**src/rtl/spi_cmd_pkg.sv**
```systemverilog
// Shared definitions for the SPI command slave: opcode masks, opcode
// classification helper and the byte-level FSM state type.
package spi_cmd_pkg;

    localparam logic [7:0] OP_WR_BASE = 8'h90;  // write opcode family 0x9a
    localparam logic [7:0] OP_RD_BASE = 8'hA0;  // read opcode family 0xAa
    localparam logic [7:0] OP_ACT_MAX = 8'h0F;  // action opcodes 0x00..0x0F
    localparam logic [7:0] OP_HI_MASK = 8'hF0;  // selects the opcode family

    typedef enum logic [1:0] {
        ST_IDLE,
        ST_WR_DATA,
        ST_RD_DATA
    } state_e;

    typedef enum logic [1:0] {
        KIND_ACTION,
        KIND_WRITE,
        KIND_READ,
        KIND_ILLEGAL
    } op_kind_e;

    // Classifies an opcode byte by family only; the address range check is
    // left to the caller because it depends on NUM_REGS.
    function automatic op_kind_e decode_op(input logic [7:0] op);
        if (op <= OP_ACT_MAX)                return KIND_ACTION;
        if ((op & OP_HI_MASK) == OP_WR_BASE) return KIND_WRITE;
        if ((op & OP_HI_MASK) == OP_RD_BASE) return KIND_READ;
        return KIND_ILLEGAL;
    endfunction

endpackage

```
**src/rtl/spi_cmd_slave_if.sv**
```systemverilog
// SPI pin bundle (mode 0). The master modport is the bus driver side, the
// slave modport is used by spi_cmd_slave and its byte shifter.
interface spi_cmd_slave_if;
    logic sclk;
    logic cs_n;
    logic mosi;
    logic miso;

    modport master (output sclk, output cs_n, output mosi, input miso);
    modport slave  (input sclk, input cs_n, input mosi, output miso);
endinterface

```
**src/rtl/spi_byte_shifter.sv**
```systemverilog
// SPI mode-0 byte shifter: synchronises the pins into clk_in, detects sclk
// edges, counts bits MSB first and pulses byte_done_o once per full byte.
// The transmit byte is reloaded from tx_byte_i whenever no byte is in flight.
module spi_byte_shifter (
    input  logic           clk_in,
    input  logic           sys_rst_n,
    spi_cmd_slave_if.slave spi,
    input  logic [7:0]     tx_byte_i,
    output logic [7:0]     rx_byte_o,
    output logic           byte_done_o
);

    logic [1:0] sclk_sync_q;
    logic [1:0] cs_n_sync_q;
    logic [1:0] mosi_sync_q;
    logic       sclk_prev_q;
    logic [2:0] bit_cnt_q;
    logic [7:0] rx_q;
    logic [7:0] tx_q;
    logic       done_q;

    logic sclk_rise;
    logic sclk_fall;
    logic cs_active;

    // Two-flop synchronisers for the asynchronous pins plus sclk history.
    // NOTE: every clocked register uses <= so all flops sample pre-edge values.
    always_ff @(posedge clk_in or negedge sys_rst_n) begin
        if (!sys_rst_n) begin
            sclk_sync_q <= '0;
            cs_n_sync_q <= '1;
            mosi_sync_q <= '0;
            sclk_prev_q <= 1'b0;
        end else begin
            sclk_sync_q <= {sclk_sync_q[0], spi.sclk};
            cs_n_sync_q <= {cs_n_sync_q[0], spi.cs_n};
            mosi_sync_q <= {mosi_sync_q[0], spi.mosi};
            sclk_prev_q <= sclk_sync_q[1];
        end
    end

    assign sclk_rise = sclk_sync_q[1] & ~sclk_prev_q;
    assign sclk_fall = ~sclk_sync_q[1] & sclk_prev_q;
    assign cs_active = ~cs_n_sync_q[1];

    // Bit counter, receive shift on sclk rise, transmit shift on sclk fall.
    always_ff @(posedge clk_in or negedge sys_rst_n) begin
        if (!sys_rst_n) begin
            bit_cnt_q <= '0;
            rx_q      <= '0;
            tx_q      <= '0;
            done_q    <= 1'b0;
        end else if (!cs_active) begin
            // Deselect drops any partial byte silently.
            bit_cnt_q <= '0;
            done_q    <= 1'b0;
            tx_q      <= tx_byte_i;
        end else begin
            done_q <= sclk_rise && (bit_cnt_q == 3'd7);
            if (sclk_rise) begin
                rx_q      <= {rx_q[6:0], mosi_sync_q[1]};
                bit_cnt_q <= bit_cnt_q + 3'd1;
            end
            if (sclk_fall && (bit_cnt_q != 3'd0)) begin
                tx_q <= {tx_q[6:0], 1'b0};
            end else if (bit_cnt_q == 3'd0) begin
                tx_q <= tx_byte_i;
            end
        end
    end

    assign rx_byte_o   = rx_q;
    assign byte_done_o = done_q;
    assign spi.miso    = cs_active & tx_q[7];

endmodule

```
**src/rtl/spi_cmd_slave.sv**
```systemverilog
// SPI command slave: decodes action, register-write and status-read opcodes
// from a byte stream and maintains a NUM_REGS x REG_W register file.
// Optional macro SPI_CMD_TIMEOUT_EN adds an inter-byte watchdog that aborts a
// pending write/read payload after TIMEOUT_CYC idle clk_in cycles.
module spi_cmd_slave
    import spi_cmd_pkg::*;
#(
    parameter int NUM_REGS    = 16,
    parameter int REG_W       = 16,
    parameter int TIMEOUT_CYC = 50000
) (
    input  logic                      clk_in,
    input  logic                      sys_rst_n,
    spi_cmd_slave_if.slave            spi,
    input  logic [NUM_REGS*REG_W-1:0] status_in,
    output logic [NUM_REGS*REG_W-1:0] reg_q,
    output logic                      wr_strobe,
    output logic [3:0]                wr_addr,
    output logic                      cmd_strobe,
    output logic [3:0]                cmd_code,
    output logic                      frame_err
);

    localparam int NBYTES = REG_W / 8;
    localparam int BCW    = (NBYTES > 1) ? $clog2(NBYTES) : 1;

    logic [7:0]       rx_byte;
    logic [7:0]       tx_byte;
    logic             byte_done;
    logic             timeout_hit;

    state_e           state_q, state_d;
    logic [BCW-1:0]   byte_cnt_q, byte_cnt_d;
    logic [3:0]       addr_q, addr_d;
    logic [REG_W-1:0] data_q, data_d;
    logic [REG_W-1:0] snap_q, snap_d;
    logic             wr_strobe_q, wr_strobe_d;
    logic [3:0]       wr_addr_q, wr_addr_d;
    logic             cmd_strobe_q, cmd_strobe_d;
    logic [3:0]       cmd_code_q, cmd_code_d;
    logic             frame_err_q, frame_err_d;
    logic             commit;

    logic             addr_ok;
    logic [REG_W-1:0] status_sel;
    logic [REG_W-1:0] reg_file_q [NUM_REGS];

    spi_byte_shifter u_shifter (
        .clk_in      (clk_in),
        .sys_rst_n   (sys_rst_n),
        .spi         (spi),
        .tx_byte_i   (tx_byte),
        .rx_byte_o   (rx_byte),
        .byte_done_o (byte_done)
    );

    // During a read payload the low byte of the snapshot is the next byte out.
    assign tx_byte = (state_q == ST_RD_DATA) ? snap_q[7:0] : 8'h00;

    // Address range check and status channel mux for the opcode low nibble.
    always_comb begin
        addr_ok    = int'(rx_byte[3:0]) < NUM_REGS;
        status_sel = '0;
        for (int k = 0; k < NUM_REGS; k++) begin
            if (rx_byte[3:0] == 4'(k)) status_sel = status_in[k*REG_W +: REG_W];
        end
    end

`ifdef SPI_CMD_TIMEOUT_EN
    localparam int TMO_W = $clog2(TIMEOUT_CYC + 1);
    logic [TMO_W-1:0] tmo_cnt_q;

    // Watchdog: counts idle cycles while a payload is pending.
    always_ff @(posedge clk_in or negedge sys_rst_n) begin
        if (!sys_rst_n) begin
            tmo_cnt_q <= '0;
        end else if ((state_q == ST_IDLE) || byte_done) begin
            tmo_cnt_q <= '0;
        end else begin
            tmo_cnt_q <= tmo_cnt_q + TMO_W'(1);
        end
    end

    // A byte finishing in the same cycle takes priority over the abort.
    assign timeout_hit = (state_q != ST_IDLE) && !byte_done &&
                         (tmo_cnt_q == TMO_W'(TIMEOUT_CYC - 1));
`else
    // Watchdog compiled out: this constant is always false, so a partial
    // command waits for its remaining bytes indefinitely.
    assign timeout_hit = (TIMEOUT_CYC < 0);
`endif

    // Byte-level command FSM: next state, payload assembly and strobes.
    // NOTE: every variable gets a default first so no path infers a latch.
    always_comb begin
        state_d      = state_q;
        byte_cnt_d   = byte_cnt_q;
        addr_d       = addr_q;
        data_d       = data_q;
        snap_d       = snap_q;
        wr_strobe_d  = 1'b0;
        wr_addr_d    = wr_addr_q;
        cmd_strobe_d = 1'b0;
        cmd_code_d   = cmd_code_q;
        frame_err_d  = 1'b0;
        commit       = 1'b0;

        if (timeout_hit) begin
            state_d     = ST_IDLE;
            byte_cnt_d  = '0;
            frame_err_d = 1'b1;
        end else if (byte_done) begin
            case (state_q)
                ST_IDLE: begin
                    byte_cnt_d = '0;
                    case (decode_op(rx_byte))
                        KIND_ACTION: begin
                            cmd_strobe_d = 1'b1;
                            cmd_code_d   = rx_byte[3:0];
                        end
                        KIND_WRITE: begin
                            if (addr_ok) begin
                                state_d = ST_WR_DATA;
                                addr_d  = rx_byte[3:0];
                                data_d  = '0;
                            end else begin
                                frame_err_d = 1'b1;
                            end
                        end
                        KIND_READ: begin
                            if (addr_ok) begin
                                state_d = ST_RD_DATA;
                                snap_d  = status_sel;
                            end else begin
                                frame_err_d = 1'b1;
                            end
                        end
                        default: frame_err_d = 1'b1;
                    endcase
                end
                ST_WR_DATA: begin
                    // Bytes arrive LSB first: shift down, insert at the top.
                    data_d = (data_q >> 8) | (REG_W'(rx_byte) << (REG_W - 8));
                    if (byte_cnt_q == BCW'(NBYTES - 1)) begin
                        state_d     = ST_IDLE;
                        commit      = 1'b1;
                        wr_strobe_d = 1'b1;
                        wr_addr_d   = addr_q;
                    end else begin
                        byte_cnt_d = byte_cnt_q + BCW'(1);
                    end
                end
                ST_RD_DATA: begin
                    snap_d = snap_q >> 8;
                    if (byte_cnt_q == BCW'(NBYTES - 1)) begin
                        state_d = ST_IDLE;
                    end else begin
                        byte_cnt_d = byte_cnt_q + BCW'(1);
                    end
                end
                default: state_d = ST_IDLE;
            endcase
        end
    end

    // FSM state, payload context and registered outputs.
    always_ff @(posedge clk_in or negedge sys_rst_n) begin
        if (!sys_rst_n) begin
            state_q      <= ST_IDLE;
            byte_cnt_q   <= '0;
            addr_q       <= '0;
            data_q       <= '0;
            snap_q       <= '0;
            wr_strobe_q  <= 1'b0;
            wr_addr_q    <= '0;
            cmd_strobe_q <= 1'b0;
            cmd_code_q   <= '0;
            frame_err_q  <= 1'b0;
        end else begin
            state_q      <= state_d;
            byte_cnt_q   <= byte_cnt_d;
            addr_q       <= addr_d;
            data_q       <= data_d;
            snap_q       <= snap_d;
            wr_strobe_q  <= wr_strobe_d;
            wr_addr_q    <= wr_addr_d;
            cmd_strobe_q <= cmd_strobe_d;
            cmd_code_q   <= cmd_code_d;
            frame_err_q  <= frame_err_d;
        end
    end

    // Register file, written only on a completed write payload.
    // NOTE: this storage is flops that must read 0 after reset, so it is reset.
    always_ff @(posedge clk_in or negedge sys_rst_n) begin
        if (!sys_rst_n) begin
            for (int k = 0; k < NUM_REGS; k++) reg_file_q[k] <= '0;
        end else if (commit) begin
            for (int k = 0; k < NUM_REGS; k++) begin
                if (addr_q == 4'(k)) reg_file_q[k] <= data_d;
            end
        end
    end

    for (genvar g = 0; g < NUM_REGS; g++) begin : g_pack
        assign reg_q[g*REG_W +: REG_W] = reg_file_q[g];
    end

    assign wr_strobe  = wr_strobe_q;
    assign wr_addr    = wr_addr_q;
    assign cmd_strobe = cmd_strobe_q;
    assign cmd_code   = cmd_code_q;
    assign frame_err  = frame_err_q;

endmodule
```
**src/flat_wrapper.sv**
```systemverilog
// flat-port wrapper written by rule: the top's interface ports become plain ports
module spi_cmd_slave_flat import spi_cmd_pkg::*;
#(
    parameter int NUM_REGS    = 16,
    parameter int REG_W       = 16,
    parameter int TIMEOUT_CYC = 50000
)
  (clk_in, sys_rst_n, status_in, reg_q, wr_strobe, wr_addr, cmd_strobe, cmd_code, frame_err, spi_sclk, spi_cs_n, spi_mosi, spi_miso);
  spi_cmd_slave_if spi_i ();
  input  logic clk_in;
  input  logic sys_rst_n;
  input  logic [NUM_REGS*REG_W-1:0] status_in;
  output logic [NUM_REGS*REG_W-1:0] reg_q;
  output logic wr_strobe;
  output logic [3:0] wr_addr;
  output logic cmd_strobe;
  output logic [3:0] cmd_code;
  output logic frame_err;
  input wire logic [$bits(spi_i.sclk)-1:0] spi_sclk;
  input wire logic [$bits(spi_i.cs_n)-1:0] spi_cs_n;
  input wire logic [$bits(spi_i.mosi)-1:0] spi_mosi;
  output wire logic [$bits(spi_i.miso)-1:0] spi_miso;
  assign spi_i.sclk = spi_sclk;
  assign spi_i.cs_n = spi_cs_n;
  assign spi_i.mosi = spi_mosi;
  assign spi_miso = spi_i.miso;
  spi_cmd_slave #(.NUM_REGS(NUM_REGS), .REG_W(REG_W), .TIMEOUT_CYC(TIMEOUT_CYC)) u_core (.clk_in(clk_in), .sys_rst_n(sys_rst_n), .spi(spi_i), .status_in(status_in), .reg_q(reg_q), .wr_strobe(wr_strobe), .wr_addr(wr_addr), .cmd_strobe(cmd_strobe), .cmd_code(cmd_code), .frame_err(frame_err));
endmodule
```
**config.mk**
```make
export PLATFORM = sky130hd
export DESIGN_NAME = spi_cmd_slave_flat
export DESIGN_NICKNAME = d
export VERILOG_FILES = /design/src/rtl/spi_cmd_pkg.sv /design/src/rtl/spi_cmd_slave_if.sv /design/src/rtl/spi_byte_shifter.sv /design/src/rtl/spi_cmd_slave.sv /design/src/flat_wrapper.sv
export SDC_FILE = /design/constraint.sdc
export NUM_CORES = 1
export LEC_CHECK = 0
export CAP_MARGIN = 10
export CORE_AREA = 4 4 204 206
export CTS_BUF_LIST = sky130_fd_sc_hd__clkbuf_16
export DETAILED_ROUTE_END_ITERATION = 7
export DIE_AREA = 0 0 208 210
export PLACE_DENSITY = 0.69
export RECOVER_POWER = 100
export SLEW_MARGIN = 30
export SYNTH_ARGS = -nofsm -noshare
export SYNTH_HDL_FRONTEND = slang
export SYNTH_SLANG_ARGS = --single-unit
```
**constraint.sdc**
```tcl
create_clock -name clk_in -period 6.8 [get_ports clk_in]
set_input_delay 1.36 -clock clk_in [delete_from_list [all_inputs] [get_ports clk_in]]
set_output_delay 1.36 -clock clk_in [all_outputs]
set_load 0.02 [all_outputs]
```
==> results of run 1 <==
## layer usage
| metal | vias to the layer above | global-route usage (%) | wire length, um |
|---|---|---|---|
| li1 | 6467 | - | - |
| met1 | 6909 | 37.2 | 26700 |
| met2 | 575 | 43.5 | 28700 |
| met3 | 135 | 9.64 | 5950 |
| met4 | 4 | 8.99 | 2100 |
| met5 | - | 0 | 18 |
## final cells by class
| type | instances | area, um^2 | area share, % |
|---|---|---|---|
| flip-flops and latches | 333 | 8340 | 38.0 |
| multi-input cells | 1080 | 6120 | 27.9 |
| repair buffers | 562 | 5500 | 25.0 |
| clock buffers | 37 | 926 | 4.22 |
| well taps | 525 | 657 | 2.99 |
| clock inverters | 31 | 254 | 1.16 |
| inverters | 39 | 146 | 0.667 |
| diodes | 4 | 10.0 | 0.0456 |
## logic make-up after synthesis
group | synth area share [%]
AO/OA/AOI/OAI | 19.5
AND/OR/NAND/NOR | 13.8
flip-flops | 54.8
buffers and inverters | 5.08
multiplexers | 5.69
adder cells (fa/ha/maj) | 0.906
XOR/XNOR | 0.173
## through the flow
stage	cells	setup slack, ps
after global routing	2610	2290
after detailed placement	2536	3500
after CTS	2604	3560
final	2611	2540
after global placement	2531	3550
after floorplan	1582	4140
## layout by cell type, fill, tap and decap left out, types with 7 or more instances in the layout
| master | count |
|---|---|
| nand2_1 | 210 |
| a31oi_1 | 8 |
| clkbuf_16 | 37 |
| dfrtp_1 | 328 |
| o21ai_0 | 200 |
| nand2b_1 | 10 |
| clkinv_1 | 7 |
| ha_1 | 11 |
| nor2b_1 | 17 |
| clkinv_2 | 9 |
| buf_4 | 11 |
| and3_1 | 8 |
| a21oi_1 | 179 |
| a22oi_1 | 27 |
| dlygate4sd3_1 | 271 |
| mux2_2 | 34 |
| clkbuf_1 | 21 |
| nor3_1 | 13 |
| clkdlybuf4s50_1 | 256 |
| nor2_1 | 164 |
| inv_1 | 43 |
| and2_1 | 11 |
| nand3_1 | 18 |
| mux2i_1 | 32 |
| o221ai_1 | 10 |
## worst paths after layout
check	end	slack (ps)	depth (start not counted)
worst min-delay path	u_core.u_shifter.sclk_sync_q[1]	350	0
min in group asynchronous	u_core.reg_q[140]	1300	1
max in group asynchronous	u_core.reg_q[68]	3520	3
worst max register to register	u_core.snap_q[5]	2540	6
worst max-delay path	u_core.snap_q[5]	2540	6
worst min register to register	u_core.u_shifter.sclk_sync_q[1]	350	0
## flip-flops by register name (all words and copies together), names as in the netlist, 3 cells and up
name                        cells
u_core.addr_q                   4
u_core.cmd_code                 4
u_core.data_q                  16
u_core.reg_q                  256
u_core.snap_q                  16
u_core.u_shifter.bit_cnt_q      3
u_core.u_shifter.rx_byte_o      8
u_core.u_shifter.tx_q           8
u_core.wr_addr                  4
## report_power, final
group          internal [mW]  switching (mW)
clock network           1.12           0.839
registers               2.00          0.0497
logic                  0.386           0.517
==> flow_metrics.py, run 1 <==
metrics = {
    "floorplanning": {
        "io_pins": 529,
        "die_y_um": 210,
        "dieArea_um2": 43700,
        "die_w_um": 208,
        "start_util_pct": 38.3,
        "fp-row-count": 73,
        "fp.coreArea_um2": 39600,
    },
    "yosys": {
        "ys_seq_elements": 333,
        "yosysSeqAreaShare_pct": 54.8,
        "syn_inst": 1582,
        "avgSynthCellArea_um2": 9.61,
        "synthTopCellsByCount": "dfrtp_1 (331), nand2_1 (211), o21ai_0 (200)",
        "syn-num-nets": 1854,
        "synthesis.area_um2": 15200,
        "synth_cell_types": 72,
        "ys_top_cells_by_area": "dfrtp_1 (55%), o21ai_0 (6.6%), a21oi_1 (5.9%)",
        "yosysMostFrequentCell": "dfrtp_1",
        "netlist.area_leader.share_pct": 54.5,
        "synth_edf_count": 0,
        "synth-main-ff-cell": "dfrtp_1",
        "async_flop_share_pct": 100,
        "synth_top_area_cell": "dfrtp_1",
        "yosys_warnings": 0,
    },
    "worst_setup_path": {
        "path_cells": "clkbuf_1 > nor2b_1 > o221ai_1 > a311oi_1 > o21ai_0 > o211ai_1",
        "crit_arrival_ps": 4700,
        "cp_num_buf_inv": 1,
        "critPathKind": "reg -> reg",
        "cp.required_ps": 7250,
        "cp-end-kind": "register",
        "critical-path-slowest-cell": "clkbuf_1",
        "cp_top_family": "buffers and inverters",
        "cp-start-kind": "register",
        "cp_max_fo": 51,
        "regToRegStartpoint": "u_core.u_shifter.rx_byte_o[2]",
        "max_stage_delay_ps": 1810,
        "cp-startpoint": "u_core.u_shifter.rx_byte_o[2]",
    },
    "sta": {
        "hold_ws_ps": 351,
        "slew_headroom_pct": -69.3,
        "skew_ps": 17.1,
        "fin_crit_ps": 4260,
        "hold_viol_final": 0,
        "max_freq_mhz": 235,
        "slew_violations": 132,
        "rsz0062_at_grt": "no",
        "period_share_pct": 62.6,
        "fin_setup_tns_ps": 0,
        "worstMarginPinSlew_ps": 2540,
        "setup_viol": 0,
    },
    "grt": {
        "grt_use_total_pct": 28.0,
        "grt_max_degree": 159,
        "grt-ovfl-total": 0,
        "antenna_found_initial": 5,
        "grt_pass1_wl_mm": 93.7,
        "first_global_vias": 14300,
    },
    "power": {
        "power.total_mw": 4.91,
        "cellPowerDensity_nw_per_um2": 224,
        "peakVddDrop_mv": 0.165,
        "p_leak_nw": 10.4,
    },
    "cts": {
        "root_buffer": "clkbuf_16",
        "cts-buffers-inserted": 37,
        "ctsResizeCount": 0,
        "clk_pin_slew_ps": 60,
        "h-tree-depth": 2,
        "clkLatencyLatePin_ps": 540,
        "clock_path_buffers": 3,
        "tritoncts": "done",
        "cts_hold_buf": 0,
        "numClockSinks": 333,
        "cts_setup_buffers": 0,
    },
    "run_status": {
        "failed_checks": "max-capacitance violations, max-slew violations",
        "status": "complete, but fails checks",
    },
    "finish": {
        "syn2layout_area_growth_pct": 44.4,
        "layout.nets": 2325,
        "final_cell_area_um2": 21900,
        "postLayoutCoreUtil_pct": 55.4,
        "fillers": 3538,
        "drive_gt1_share_pct": 6.58,
    },
    "drt": {
        "dr.pass1.iters": 5,
        "vias": 14100,
        "routed_wl_mm": 63.4,
        "drt_iter0_drc": 1099,
        "wl_per_cell_um": 24.3,
        "routed_via_density": 5.40,
        "drc": 0,
        "antenna_left": 0,
    },
    "placed_design": {
        "gp_congestion": 0.976,
        "dpl_cell_area_um2": 20900,
        "port_buffers": 528,
        "hpwl_mm": 45.6,
    },
    "worst_hold_path": {
        "worstHoldPathType": "reg -> reg",
        "worstHoldStart": "u_core.u_shifter.sclk_sync_q[0]",
    },
    "run": {
        "max_cap_violations": 5,
    },
}
(Power assumes the default switching activity.)
==> run 2, diff against run 1 <==
==> constraint.sdc (replaced) <==
create_clock -name clk_in -period 4.05 [get_ports clk_in]
set_input_delay 0.81 -clock clk_in [delete_from_list [all_inputs] [get_ports clk_in]]
set_output_delay 0.81 -clock clk_in [all_outputs]
set_load 0.02 [all_outputs]
==> run 2 against run 1 <==
Effect of this change:
- the flow still finishes with violations (max-capacitance violations, max-slew violations)
- first-iteration DRC count about the same
- sequential power increased by 70%
- final cell count increased by 0.34%
- clock skew decreased by 1.5 ps
- global-route usage increased by 0.27 points
- clock power increased by 55%
- maximum frequency increased by 20%
- critical path depth increased by 1
- hold slack got worse by 3.2 ps
- via count increased by 1.0%
- critical path type unchanged
- critical endpoint unchanged
- largest power group unchanged
==> flow_metrics.py, run 2 (synthesized netlist as in run 1, its figures left out) <==
metrics = {
    "drt": {
        "top_layer": "met5",
        "vias": 14200,
        "antenna_left": 0,
        "dr.pass1.iters": 5,
        "drt-met1-wl_mm": 26.2,
        "wl_per_cell_um": 24.4,
        "dr_wl_met3_mm": 6.35,
        "routed_via_density": 5.43,
        "drc": 0,
        "drt_iter0_drc": 1098,
        "met2_length_mm": 29.2,
        "routed_wl_mm": 64.0,
    },
    "cts": {
        "numClockSinks": 333,
        "root_buffer": "clkbuf_16",
        "h-tree-depth": 2,
        "tritoncts": "done",
        "cts-buffers-inserted": 37,
        "cts_setup_buffers": 0,
        "clock_path_buffers": 3,
        "ctsResizeCount": 0,
        "cts_hold_buf": 0,
        "clkLatencyLatePin_ps": 520,
        "clk_pin_slew_ps": 60,
    },
    "sta": {
        "fin_setup_tns_ps": 0,
        "hold_ws_ps": 347,
        "slew_headroom_pct": -91.0,
        "slew_violations": 108,
        "setup_viol": 0,
        "period_share_pct": 87.3,
        "worstMarginPinSlew_ps": 2860,
        "skew_ps": 15.6,
        "max_freq_mhz": 283,
        "hold_viol_final": 0,
        "rsz0062_at_grt": "no",
        "fin_crit_ps": 3540,
    },
    "worst_hold_path": {
        "holdPathEnd": "u_core.u_shifter.mosi_sync_q[1]",
        "worstHoldStart": "u_core.u_shifter.mosi_sync_q[0]",
        "hold_depth": 0,
        "worstHoldPathType": "reg -> reg",
    },
    "run_status": {
        "status": "complete, but fails checks",
        "failed_checks": "max-capacitance violations, max-slew violations",
    },
    "grt": {
        "antenna_found_initial": 8,
        "grt_max_degree": 110,
        "first_global_vias": 14600,
        "grt-ovfl-total": 0,
        "grt_use_total_pct": 28.3,
        "grt_pass1_wl_mm": 95.0,
    },
    "finish": {
        "largest_reg_flops": 256,
        "layout.nets": 2338,
        "fillers": 3595,
        "drive_gt1_share_pct": 7.03,
        "final_common_cell": "dfrtp_1",
        "syn2layout_area_growth_pct": 44.4,
        "final_cell_mix": "dfrtp_1 (329), dlygate4sd3_1 (271), clkdlybuf4s50_1 (256)",
    },
    "placed_design": {
        "port_buffers": 528,
        "hpwl_mm": 47.3,
        "gp_congestion": 0.965,
    },
    "worst_setup_path": {
        "cp-end-kind": "register",
        "cp.required_ps": 4410,
        "crit_arrival_ps": 3900,
        "timing.rr.end": "u_core.snap_q[5]",
        "regToRegStartpoint": "u_core.u_shifter.rx_byte_o[2]",
        "cp-start-kind": "register",
        "critPathKind": "reg -> reg",
        "reg2reg_depth": 7,
        "cp_max_fo": 32,
        "reg2reg_slack_ps": 510,
    },
    "floorplanning": {
        "fp.coreArea_um2": 39600,
        "io_pins": 529,
        "die_y_um": 210,
        "dieArea_um2": 43700,
        "fp-row-count": 73,
        "die_w_um": 208,
        "start_util_pct": 38.3,
    },
    "power": {
        "cellPowerDensity_nw_per_um2": 367,
        "p_leak_nw": 10.4,
        "peakVddDrop_mv": 0.319,
    },
    "run": {
        "max_cap_violations": 1,
    },
}
[run 2: cell types whose count changed in the layout (fill, tap and decap cells not counted), moves of 3 or more]
cell,before,now
buf_12,1,4
buf_4,11,26
clkbuf_1,21,12
clkbuf_2,0,5
clkinv_1,7,13
clkinv_2,9,3
nor2_2,1,7
nor2_4,5,0
[run 2: worst max path at each step]
stage	end	slack (ps)	cells past startpoint	from
3_3_place_gp	u_core.reg_q[19]	1000	7	u_core.u_shifter.rx_byte_o[4]
4_1_cts	u_core.reg_q[83]	850	7	u_core.u_shifter.rx_byte_o[4]
5_1_grt	u_core.snap_q[3]	290	5	u_core.u_shifter.rx_byte_o[0]
3_5_place_dp	u_core.reg_q[243]	870	7	u_core.u_shifter.rx_byte_o[4]
2_1_floorplan	u_core.snap_q[2]	1710	10	u_core.u_shifter.rx_byte_o[4]
6_report	u_core.snap_q[5]	510	7	u_core.u_shifter.rx_byte_o[2]
[run 2: area by class of cell]
class / instances / area (um^2) / area share, %
well taps: 525 / 657 / 2.99
multi-input cells: 1080 / 6080 / 27.7
diodes: 5 / 12.5 / 0.0570
clock inverters: 26 / 150 / 0.684
inverters: 39 / 146 / 0.667
repair buffers: 575 / 5630 / 25.7
clock buffers: 37 / 926 / 4.22
flip-flops and latches: 333 / 8340 / 38.0
[run 2: worst max-delay path, cell delays in order (launching register included)]
cell and delay, ps:
dfrtp_1 520, clkbuf_1 1100, nor2_1 70, clkbuf_1 380, a221oi_2 340, o21ai_0 150, a2111oi_0 590, o211ai_1 210
[run 2: report_power, final]
| part | internal [mW] | switching, mW |
|---|---|---|
| logic | 0.659 | 0.870 |
| registers | 3.36 | 0.129 |
| clock network | 1.72 | 1.32 |
[run 2: per-layer routing]
| layer | GRT usage [%] | up-vias |
|---|---|---|
| li1 | - | 6493 |
| met1 | 36.8 | 6965 |
| met2 | 44.8 | 656 |
| met3 | 9.90 | 121 |
| met4 | 9.06 | 2 |
| met5 | 0 | - |
[run 2: metrics by stage]
stage / utilization, % / setup WS, ps / instance area [um^2] / total power, mW / std cells
after floorplan: - / 1710 / 15200 / 4.32 / 1582
after global placement: 52.9 / 1000 / 21000 / 5.03 / 2550
after detailed placement: 53.0 / 868 / 21000 / 5.05 / 2552
after CTS: 55.7 / 849 / 22100 / 8.10 / 2615
after global routing: 55.4 / 291 / 21900 / 8.36 / 2620
final: 55.4 / 513 / 21900 / 8.05 / 2620
==> run 3, diff against run 2 <==
--- a/config.mk
+++ b/config.mk
@@ -5,12 +5,13 @@
 export SDC_FILE = /design/constraint.sdc
 export NUM_CORES = 1
 export LEC_CHECK = 0
+export ABC_AREA = 1
 export CAP_MARGIN = 10
-export CORE_AREA = 4 4 204 206
+export CORE_AREA = 4 4 206 208
 export CTS_BUF_LIST = sky130_fd_sc_hd__clkbuf_16
 export DETAILED_ROUTE_END_ITERATION = 7
-export DIE_AREA = 0 0 208 210
-export PLACE_DENSITY = 0.69
+export DIE_AREA = 0 0 210 212
+export PLACE_DENSITY = 0.66
 export RECOVER_POWER = 100
 export SLEW_MARGIN = 30
 export SYNTH_ARGS = -nofsm -noshare
==> run 3 against run 2 <==
Effect of this change:
- the flow still finishes with violations (max-capacitance violations, max-slew violations)
- critical path depth rose by 3
- clock-buffer cell count unchanged
- critical endpoint is now u_core.reg_q[118]
- maximum frequency is 10% higher
- setup slack improved by 330 ps
- via count decreased by 2.0%
- combinational power fell by 24%
- final cell count is 5.0% higher
- register-to-register slack better by 330 ps
- die area grew 1.9%
- critical path type unchanged
- largest cell class unchanged
==> flow_metrics.py, run 3 <==
metrics = {
    "worst_setup_path": {
        "cp.required_ps": 4420,
        "max_stage_delay_ps": 630,
        "critical-path-slowest-cell": "clkbuf_2",
        "cp-start-kind": "register",
        "cp_max_fo": 17,
        "cp-end-kind": "register",
        "critPathKind": "reg -> reg",
        "path_cells": "nor4_1 > a31oi_1 > inv_1 > ha_1 > nand2_1 > o21ai_0 > inv_2 > a22oi_1 > clkbuf_2 > o21ai_0",
        "crit_arrival_ps": 3570,
        "critPathMostFrequentCell": "o21ai_0",
    },
    "yosys": {
        "synthAdderAreaFrac_pct": 0.961,
        "ys_top_cells_by_area": "dfrtp_1 (58%), nand2_1 (8.9%), a21oi_1 (8.4%)",
        "ys_seq_elements": 333,
        "syn_inst": 1673,
        "synthTopCellsByCount": "nand2_1 (340), dfrtp_1 (331), nor2_1 (290)",
        "yosys.area_share.simple_pct": 22.1,
        "yosysMostFrequentCell": "nand2_1",
        "synth_compound_area_share_pct": 13.1,
        "synth_top_family_by_area": "simple AND/OR/NAND/NOR gates",
        "yosysSeqAreaShare_pct": 58.2,
        "synthesis.area_um2": 14300,
        "synth_edf_count": 0,
        "avgSynthCellArea_um2": 8.56,
        "async_flop_share_pct": 100,
        "yosys_warnings": 0,
        "synth-main-ff-cell": "dfrtp_1",
        "muxShareOfSynthArea_pct": 0,
        "netlist.area_leader.share_pct": 57.8,
        "syn-num-nets": 1945,
        "synth_top_area_cell": "dfrtp_1",
        "synth_cell_types": 30,
        "synthXorXnorAreaFrac_pct": 0,
    },
    "run_status": {
        "status": "complete, but fails checks",
        "failed_checks": "max-capacitance violations, max-slew violations",
    },
    "sta": {
        "slew_violations": 85,
        "hold_viol_final": 0,
        "setup_viol": 0,
        "fin_crit_ps": 3210,
        "skew_ps": 25.3,
        "worst_slack_ps": 844,
        "slew_headroom_pct": -55.5,
        "fin_setup_tns_ps": 0,
        "max_freq_mhz": 312,
        "worstMarginPinSlew_ps": 2330,
        "rsz0062_at_grt": "no",
        "period_share_pct": 79.1,
    },
    "grt": {
        "grt_pass1_wl_mm": 91.9,
        "grt-ovfl-total": 0,
        "antenna_found_initial": 8,
        "first_global_vias": 13700,
        "grt_max_degree": 88,
        "grt_use_total_pct": 27.6,
    },
    "finish": {
        "drive_gt1_share_pct": 5.97,
        "largest_reg_flops": 256,
        "fillers": 3777,
        "final_common_cell": "nand2_1",
        "syn2layout_area_growth_pct": 49.5,
        "final_cell_mix": "nand2_1 (340), dfrtp_1 (331), nor2_1 (280)",
        "layout.nets": 2457,
    },
    "drt": {
        "dr.pass1.iters": 5,
        "antenna_left": 0,
        "routed_wl_mm": 63.4,
        "routed_via_density": 5.07,
        "drt_iter0_drc": 1098,
        "wl_per_cell_um": 23.0,
        "vias": 14000,
        "drc": 0,
    },
    "cts": {
        "root_buffer": "clkbuf_16",
        "cts-buffers-inserted": 36,
        "clk_pin_slew_ps": 60,
        "clkLatencyLatePin_ps": 540,
        "cts_hold_buf": 0,
        "clock_path_buffers": 3,
        "tritoncts": "done",
        "numClockSinks": 333,
        "ctsResizeCount": 0,
        "h-tree-depth": 2,
        "cts_setup_buffers": 0,
    },
    "floorplanning": {
        "io_pins": 529,
        "fp.coreArea_um2": 40600,
        "fp-row-count": 74,
        "die_w_um": 210,
        "die_y_um": 212,
        "dieArea_um2": 44500,
        "start_util_pct": 35.3,
    },
    "placed_design": {
        "place_ws_ps": 1280,
        "port_buffers": 528,
        "gp_congestion": 1.08,
        "hpwl_mm": 47.7,
    },
    "run": {
        "max_cap_violations": 1,
    },
    "power": {
        "p_leak_nw": 10.5,
        "peakVddDrop_mv": 0.276,
        "cellPowerDensity_nw_per_um2": 361,
    },
    "worst_hold_path": {
        "worstHoldPathType": "reg -> reg",
    },
}
run 3: path summary, 6_finish.rpt:
path	cells past startpoint	slack, ps	end	startpoint
max	10	840	u_core.reg_q[118]	u_core.u_shifter.rx_byte_o[5]
min	0	350	u_core.u_shifter.mosi_sync_q[1]	u_core.u_shifter.mosi_sync_q[0]
max reg2reg	10	840	u_core.reg_q[118]	u_core.u_shifter.rx_byte_o[5]
min reg2reg	0	350	u_core.u_shifter.mosi_sync_q[1]	u_core.u_shifter.mosi_sync_q[0]
max in group asynchronous	2	1230	u_core.reg_q[206]	sys_rst_n
min in group asynchronous	1	990	u_core.reg_q[118]	sys_rst_n
run 3: per-layer routing:
layer	global-route usage (%)	wire length (um)	up-vias
li1	-	-	6504
met1	39.2	28000	6829
met2	41.8	28200	526
met3	8.00	5330	97
met4	7.31	1770	0
met5	0	0	-
run 3: worst max-delay path, delay by kind of cell, from the launching register on:
| family | cells | cell delay, ps |
|---|---|---|
| flip-flops | 1 | 410 |
| adder cells (fa/ha/maj) | 1 | 140 |
| AND/OR/NAND/NOR | 2 | 550 |
| AO/OA/AOI/OAI | 4 | 920 |
| buffers and inverters | 3 | 1000 |
run 3: power by group:
group	switching [mW]	internal [mW]
sequential	0.0333	3.36
clock	1.33	1.85
combinational	0.718	0.450
total	2.08	5.65
run 3: cell type report:
cell class / count / area, um^2 / share of cell area [%]
timing repair buffer: 564 / 5600 / 26.2
clock inverter: 27 / 200 / 0.935
clock buffer: 37 / 926 / 4.33
inverter: 107 / 402 / 1.88
multi-input combinational: 1143 / 5260 / 24.6
sequential: 333 / 8340 / 38.9
antenna: 8 / 20.0 / 0.0935
tap: 532 / 666 / 3.11
run 3: cells by family after synthesis:
family	Yosys count
compound gates	366
fa+ha+maj	11
buf+inv	197
flops	333
simple gates	766
run 3: per-stage QoR:
stage / area, um^2 / instances / utilization (%) / power (mW) / hold WS [ps]
2_1_floorplan: 14300 / 1673 / - / 3.95 / 331
3_3_place_gp: 20200 / 2674 / 49.8 / 4.58 / 336
3_5_place_dp: 20300 / 2678 / 50.1 / 4.59 / 339
4_1_cts: 21400 / 2742 / 52.8 / 7.79 / 317
5_1_grt: 21400 / 2750 / 52.8 / 8.06 / 358
6_report: 21400 / 2751 / 52.8 / 7.73 / 352
